## config.mk

```make
export PLATFORM = sky130hd
export DESIGN_NAME = mem_port_ctrl
export DESIGN_NICKNAME = d
export VERILOG_FILES = /design/src/rtl/mem_port_ctrl.sv
export SDC_FILE = /design/constraint.sdc
export NUM_CORES = 1
export LEC_CHECK = 0
export CORE_ASPECT_RATIO = 0.75
export CORE_MARGIN = 3
export CORE_UTILIZATION = 45
export DETAILED_ROUTE_END_ITERATION = 12
export PLACE_DENSITY = 0.93
export SLEW_MARGIN = 25
export SYNTH_ARGS = -nofsm -noshare
export SYNTH_HDL_FRONTEND = slang
export SYNTH_SLANG_ARGS = --single-unit
```

## constraint.sdc

```tcl
create_clock -name clk -period 4.45 [get_ports clk]
set_input_delay 0.89 -clock clk [delete_from_list [all_inputs] [get_ports clk]]
set_output_delay 0.89 -clock clk [all_outputs]
set_load 0.01 [all_outputs]
```

## src/rtl/mem_port_ctrl.sv

```systemverilog
// Single-outstanding load/store port between a multicycle CPU controller and a
// valid/ready memory, with alignment checking and a bounded wait on the memory.
module mem_port_ctrl #(
  parameter int unsigned DATA_W  = 32,
  parameter int unsigned ADDR_W  = 32,
  parameter int unsigned TIMEOUT = 16
) (
  input  logic              clk,
  input  logic              rst,
  input  logic              req_valid,
  input  logic              req_we,
  input  logic [ADDR_W-1:0] req_addr,
  input  logic [DATA_W-1:0] req_wdata,
  output logic              req_ready,
  output logic              busy,
  output logic              done,
  output logic              err,
  output logic [DATA_W-1:0] rdata,
  output logic              m_valid,
  output logic              m_we,
  output logic [ADDR_W-1:0] m_addr,
  output logic [DATA_W-1:0] m_wdata,
  input  logic              m_ready,
  input  logic              m_rvalid,
  input  logic [DATA_W-1:0] m_rdata
);

  localparam int unsigned CntW = $clog2(TIMEOUT) + 1;

  typedef enum logic [1:0] {StIdle, StReq, StWaitR, StDone} state_e;

  state_e            state_q;
  logic [CntW-1:0]   cnt_q;
  logic              we_q;
  logic [ADDR_W-1:0] addr_q;
  logic [DATA_W-1:0] wdata_q;
  logic [DATA_W-1:0] rdata_q;
  logic              err_q;
  logic              timeout_hit;

  // Cycle count since acceptance; the last allowed busy cycle has cnt_q == TIMEOUT-1.
  assign timeout_hit = (cnt_q == CntW'(TIMEOUT - 1));

  always_ff @(posedge clk) begin
    if (!rst) begin
      state_q <= StIdle;
      cnt_q   <= '0;
      we_q    <= 1'b0;
      addr_q  <= '0;
      wdata_q <= '0;
      rdata_q <= '0;
      err_q   <= 1'b0;
    end else begin
      case (state_q)
        StIdle: begin
          err_q <= 1'b0;
          if (req_valid) begin
            if (req_addr[1:0] == 2'b00) begin
              we_q    <= req_we;
              addr_q  <= req_addr;
              wdata_q <= req_wdata;
              cnt_q   <= '0;
              state_q <= StReq;
            end else begin
              err_q   <= 1'b1;
              state_q <= StDone;
            end
          end
        end
        StReq: begin
          cnt_q <= cnt_q + CntW'(1);
          if (m_ready) begin
            state_q <= we_q ? StDone : StWaitR;
          end else if (timeout_hit) begin
            err_q   <= 1'b1;
            state_q <= StDone;
          end
        end
        StWaitR: begin
          cnt_q <= cnt_q + CntW'(1);
          if (m_rvalid) begin
            rdata_q <= m_rdata;
            state_q <= StDone;
          end else if (timeout_hit) begin
            err_q   <= 1'b1;
            state_q <= StDone;
          end
        end
        StDone: begin
          err_q   <= 1'b0;
          state_q <= StIdle;
        end
        default: state_q <= StIdle;
      endcase
    end
  end

  assign req_ready = (state_q == StIdle);
  assign busy      = (state_q == StReq) || (state_q == StWaitR);
  assign m_valid   = (state_q == StReq);
  assign done      = (state_q == StDone);
  assign err       = err_q;
  assign rdata     = rdata_q;
  assign m_we      = we_q;
  assign m_addr    = addr_q;
  assign m_wdata   = wdata_q;

endmodule

```

==> tab_implementation.tex <==
\begin{tabular}{lr}
\hline
Metric & Value \\
\hline
\multicolumn{2}{l}{\textbf{Layout}} \\
Layout overhead on the synthesized area & 51.00\% \\
Layout cell share with drive strength beyond 1 & 0.2147 \\
Final layout net count & 769 \\
Number of filler instances in the final layout & 732 \\
FF/Latch Area & 2102 µm² \\
Multi-input logic area & 2197 µm² \\
End-of-flow core utilization & 0.7054 \\
Ant diodes & 0 \\
\multicolumn{2}{l}{\textbf{Drt}} \\
Via density per instance & 4.959 \\
Average routed wire per standard cell & 15.10 µm \\
Number of iterations in the first detailed-routing pass & 5 \\
Total Wirelength & 12,050 µm \\
Remaining design rule violation count & 0 \\
Count of antenna-violating nets left after detailed routing & 0 \\
Via Count & 3,957 \\
Initial DRC count & 248 \\
\multicolumn{2}{l}{\textbf{STA}} \\
Worst slew margin & 0.4236 \\
Hold violation count in the final report & 0 \\
Crit path time final & roughly 2.8 ns \\
Final setup TNS & 0 ns \\
Slew at the pin closest to its max-slew limit & 0.8647 ns \\
Final setup violation count & 0 \\
Fin crit share & 0.6352 \\
Fin Clk Skew & 0.008689 ns \\
Highest achievable clock rate & 0.3538 GHz \\
RSZ-0062 raised after global routing & no \\
Fin Hold WS & roughly 0.45 ns \\
Final Worst Setup Slack & 1.623 ns \\
Count of final max-slew check failures & 0 \\
\multicolumn{2}{l}{\textbf{Yosys}} \\
Top-area cell type share of the netlist area & 0.4622 \\
Cell with the most instances after synthesis & sky130\_fd\_sc\_hd\_\_nand2\_1 \\
Share of synthesized registers carrying an async set or reset & 0 \\
Post-Syn Area per Cell & 9.515 µm² \\
Sequential share of the synthesized area & 0.4622 \\
Most common library cells after synthesis & sky130\_fd\_sc\_hd\_\_nand2\_1, sky130\_fd\_sc\_hd\_\_dfxtp\_1, sky130\_fd\_sc\_hd\_\_a21boi\_2, sky130\_fd\_sc\_hd\_\_nand2\_2, sky130\_fd\_sc\_hd\_\_a21boi\_1 \\
Number of warnings printed during yosys synthesis & 0 \\
Cell taking the most area after synthesis & sky130\_fd\_sc\_hd\_\_dfxtp\_1 \\
Seq cells post-synth & between 100 and 150 \\
Post-synth EDFFs & 0 \\
Syn nets & 586 \\
Post-Synthesis Cell Area & between 4000 and 5000 µm² \\
Number of instances in the synthesized netlist & 478 \\
Biggest area contributors in the synthesized netlist & sky130\_fd\_sc\_hd\_\_dfxtp\_1, sky130\_fd\_sc\_hd\_\_a21boi\_2, sky130\_fd\_sc\_hd\_\_nand2\_1 \\
Post-synth top flop & sky130\_fd\_sc\_hd\_\_dfxtp\_1 \\
Number of distinct library cells after synthesis & 33 \\
\multicolumn{2}{l}{\textbf{Clock network}} \\
Number of H-tree levels & 3 \\
Postcts setup bufs & 0 \\
Num CTS Buffers & 9 \\
TritonCTS clock tree & built \\
Maximum root-to-sink buffer count & 2 \\
Post-CTS Resized & 0 \\
Insertion delay of the later-clocked pin in the worst-skew pair & 0.34 ns \\
Reg clk slew, reported paths & 0.07 ns \\
Hold-fix buffers, CTS & 0 \\
Clock Sink Count & 105 \\
CTS Root Buffer Type & sky130\_fd\_sc\_hd\_\_clkbuf\_16 \\
\multicolumn{2}{l}{\textbf{Place}} \\
Total half-perimeter wirelength after legalization and detailed placement & 8827 µm \\
Number of port buffers & 203 \\
Placer Congestion & 0.8015 \\
Worst setup slack after placement & 1.398 ns \\
\multicolumn{2}{l}{\textbf{Floorplanning}} \\
Full die area & 11,360 µm² \\
Std-Cell Rows & 31 \\
CORE AREA & between 9000 and 10,000 µm² \\
Starting density of the core & 0.4672 \\
Horizontal die dimension & 122.1 µm \\
Number of top-level pins & 204 \\
Die boundary height & 93.07 µm \\
\multicolumn{2}{l}{\textbf{Global route}} \\
Pin count of the biggest net entering global routing & 60 \\
Number of global-route vias before repair & 3,964 \\
Total track usage & 0.2070 \\
Number of antenna violations at the first check in global routing & 0 \\
Leftover overflow at the end of global routing & 0 \\
First-pass GRT wire length & between 15,000 and 20,000 µm \\
\multicolumn{2}{l}{\textbf{Power}} \\
VDD IR-drop max & 0.2578 mV \\
Leakage & 2.354 nW \\
Final Total Pwr & around 2.7 mW \\
Power density normalized to cell area & approximately 390 nW/µm² \\
\multicolumn{2}{l}{\textbf{Worst setup path}} \\
Data arrival time of the worst path & 1.94 ns \\
Kind of launch point of the worst setup path & flip-flop \\
CP required & between 3 and 4 ns \\
Worst setup path category & flip-flop to output port \\
Maximum fanout encountered on the critical timing path & 12 \\
Critical path capture point type & output port \\
\multicolumn{2}{l}{\textbf{Worst hold path}} \\
Worst min-delay path class & flip-flop to flip-flop \\
\multicolumn{2}{l}{\textbf{Flow run}} \\
Max cap viols & 0 \\
\multicolumn{2}{l}{\textbf{Outcome}} \\
Status & finished, final reports clean \\
\hline
\end{tabular}
==> kinds of logic (layout without fill, tap and decap cells) <==
logic type	Yosys count	after routing	synth area share
adders and majority gates	6	6	0.01651
and+or+nand+nor	213	213	0.2209
buffers and inverters	39	227	0.05997
AOI/OAI and AO/OA	115	115	0.2404
DFF	105	105	0.4622
==> placed cells by master, fill, tap and decap left out, types with 4 or more instances in the layout <==
cell                              Yosys  final
sky130_fd_sc_hd__nand3_1              4      4
sky130_fd_sc_hd__dfxtp_1            105    105
sky130_fd_sc_hd__a21boi_1            20     20
sky130_fd_sc_hd__inv_1                5      5
sky130_fd_sc_hd__clkbuf_16            0      9
sky130_fd_sc_hd__clkdlybuf4s50_1      0    202
sky130_fd_sc_hd__a21boi_2            60     60
sky130_fd_sc_hd__ha_1                 6      6
sky130_fd_sc_hd__nand2_2             60     61
sky130_fd_sc_hd__a21oi_1              4      4
sky130_fd_sc_hd__and3_1               7      7
sky130_fd_sc_hd__a21boi_0            17     17
sky130_fd_sc_hd__nand2_1            134    133
==> final cells by class <==
type	count	share of cell area
clock buffers	12	0.03589
clock inverters	4	0.01111
inverters	5	0.002733
multi-input cells	334	0.3199
flip-flops and latches	105	0.3061
well taps	132	0.02405
repair buffers	206	0.3002
==> per-stage QoR <==
step,cells,cell area (µm²)
floorplan,478,4548
global placement,781,6521
detailed placement,782,6541
CTS,798,6864
global route,798,6868
finish,798,6868
==> worst paths after layout <==
| check | to | slack [ns] | cells after the start | from |
|---|---|---|---|---|
| setup / recovery | req_ready | 1.62 | 3 | state_q[0] |
| hold / removal | rdata[5] | 0.45 | 2 | rdata[5] |
| setup reg to reg | cnt_q[0] | 1.91 | 6 | state_q[0] |
| hold reg to reg | rdata[5] | 0.45 | 2 | rdata[5] |
==> flip-flops by register name (all words and copies together), names as in the netlist <==
register  count
rdata        32
err           1
m_we          1
m_addr       32
state_q       2
m_wdata      32
cnt_q         5
==> worst max-delay path: stages, from the launching register on <==
cell,delay (ns)
sky130_fd_sc_hd__dfxtp_1,0.36
sky130_fd_sc_hd__inv_1,0.11
sky130_fd_sc_hd__ha_1,0.47
sky130_fd_sc_hd__clkdlybuf4s50_1,0.65
==> layer usage <==
metal  wire length (µm)  up-vias  GRT usage  part of all wire
met2               6089      142     0.3750              0.51
met1               4824     1869     0.2344              0.40
li1                   -     1926          -                 -
met3                944       20    0.06469             0.078
met4                186        0    0.05778             0.015
met5                  0        -          0                 0
==> power by group <==
part	switching, mW	internal [mW]	leakage [nW]	total, mW
combinational	0.365	0.360	1.35	0.725
clock	0.339	0.510	0.153	0.849
sequential	0.0539	1.02	0.851	1.08
total	0.758	1.89	2.35	2.65
Note: power is estimated with default switching activity, not from simulation.
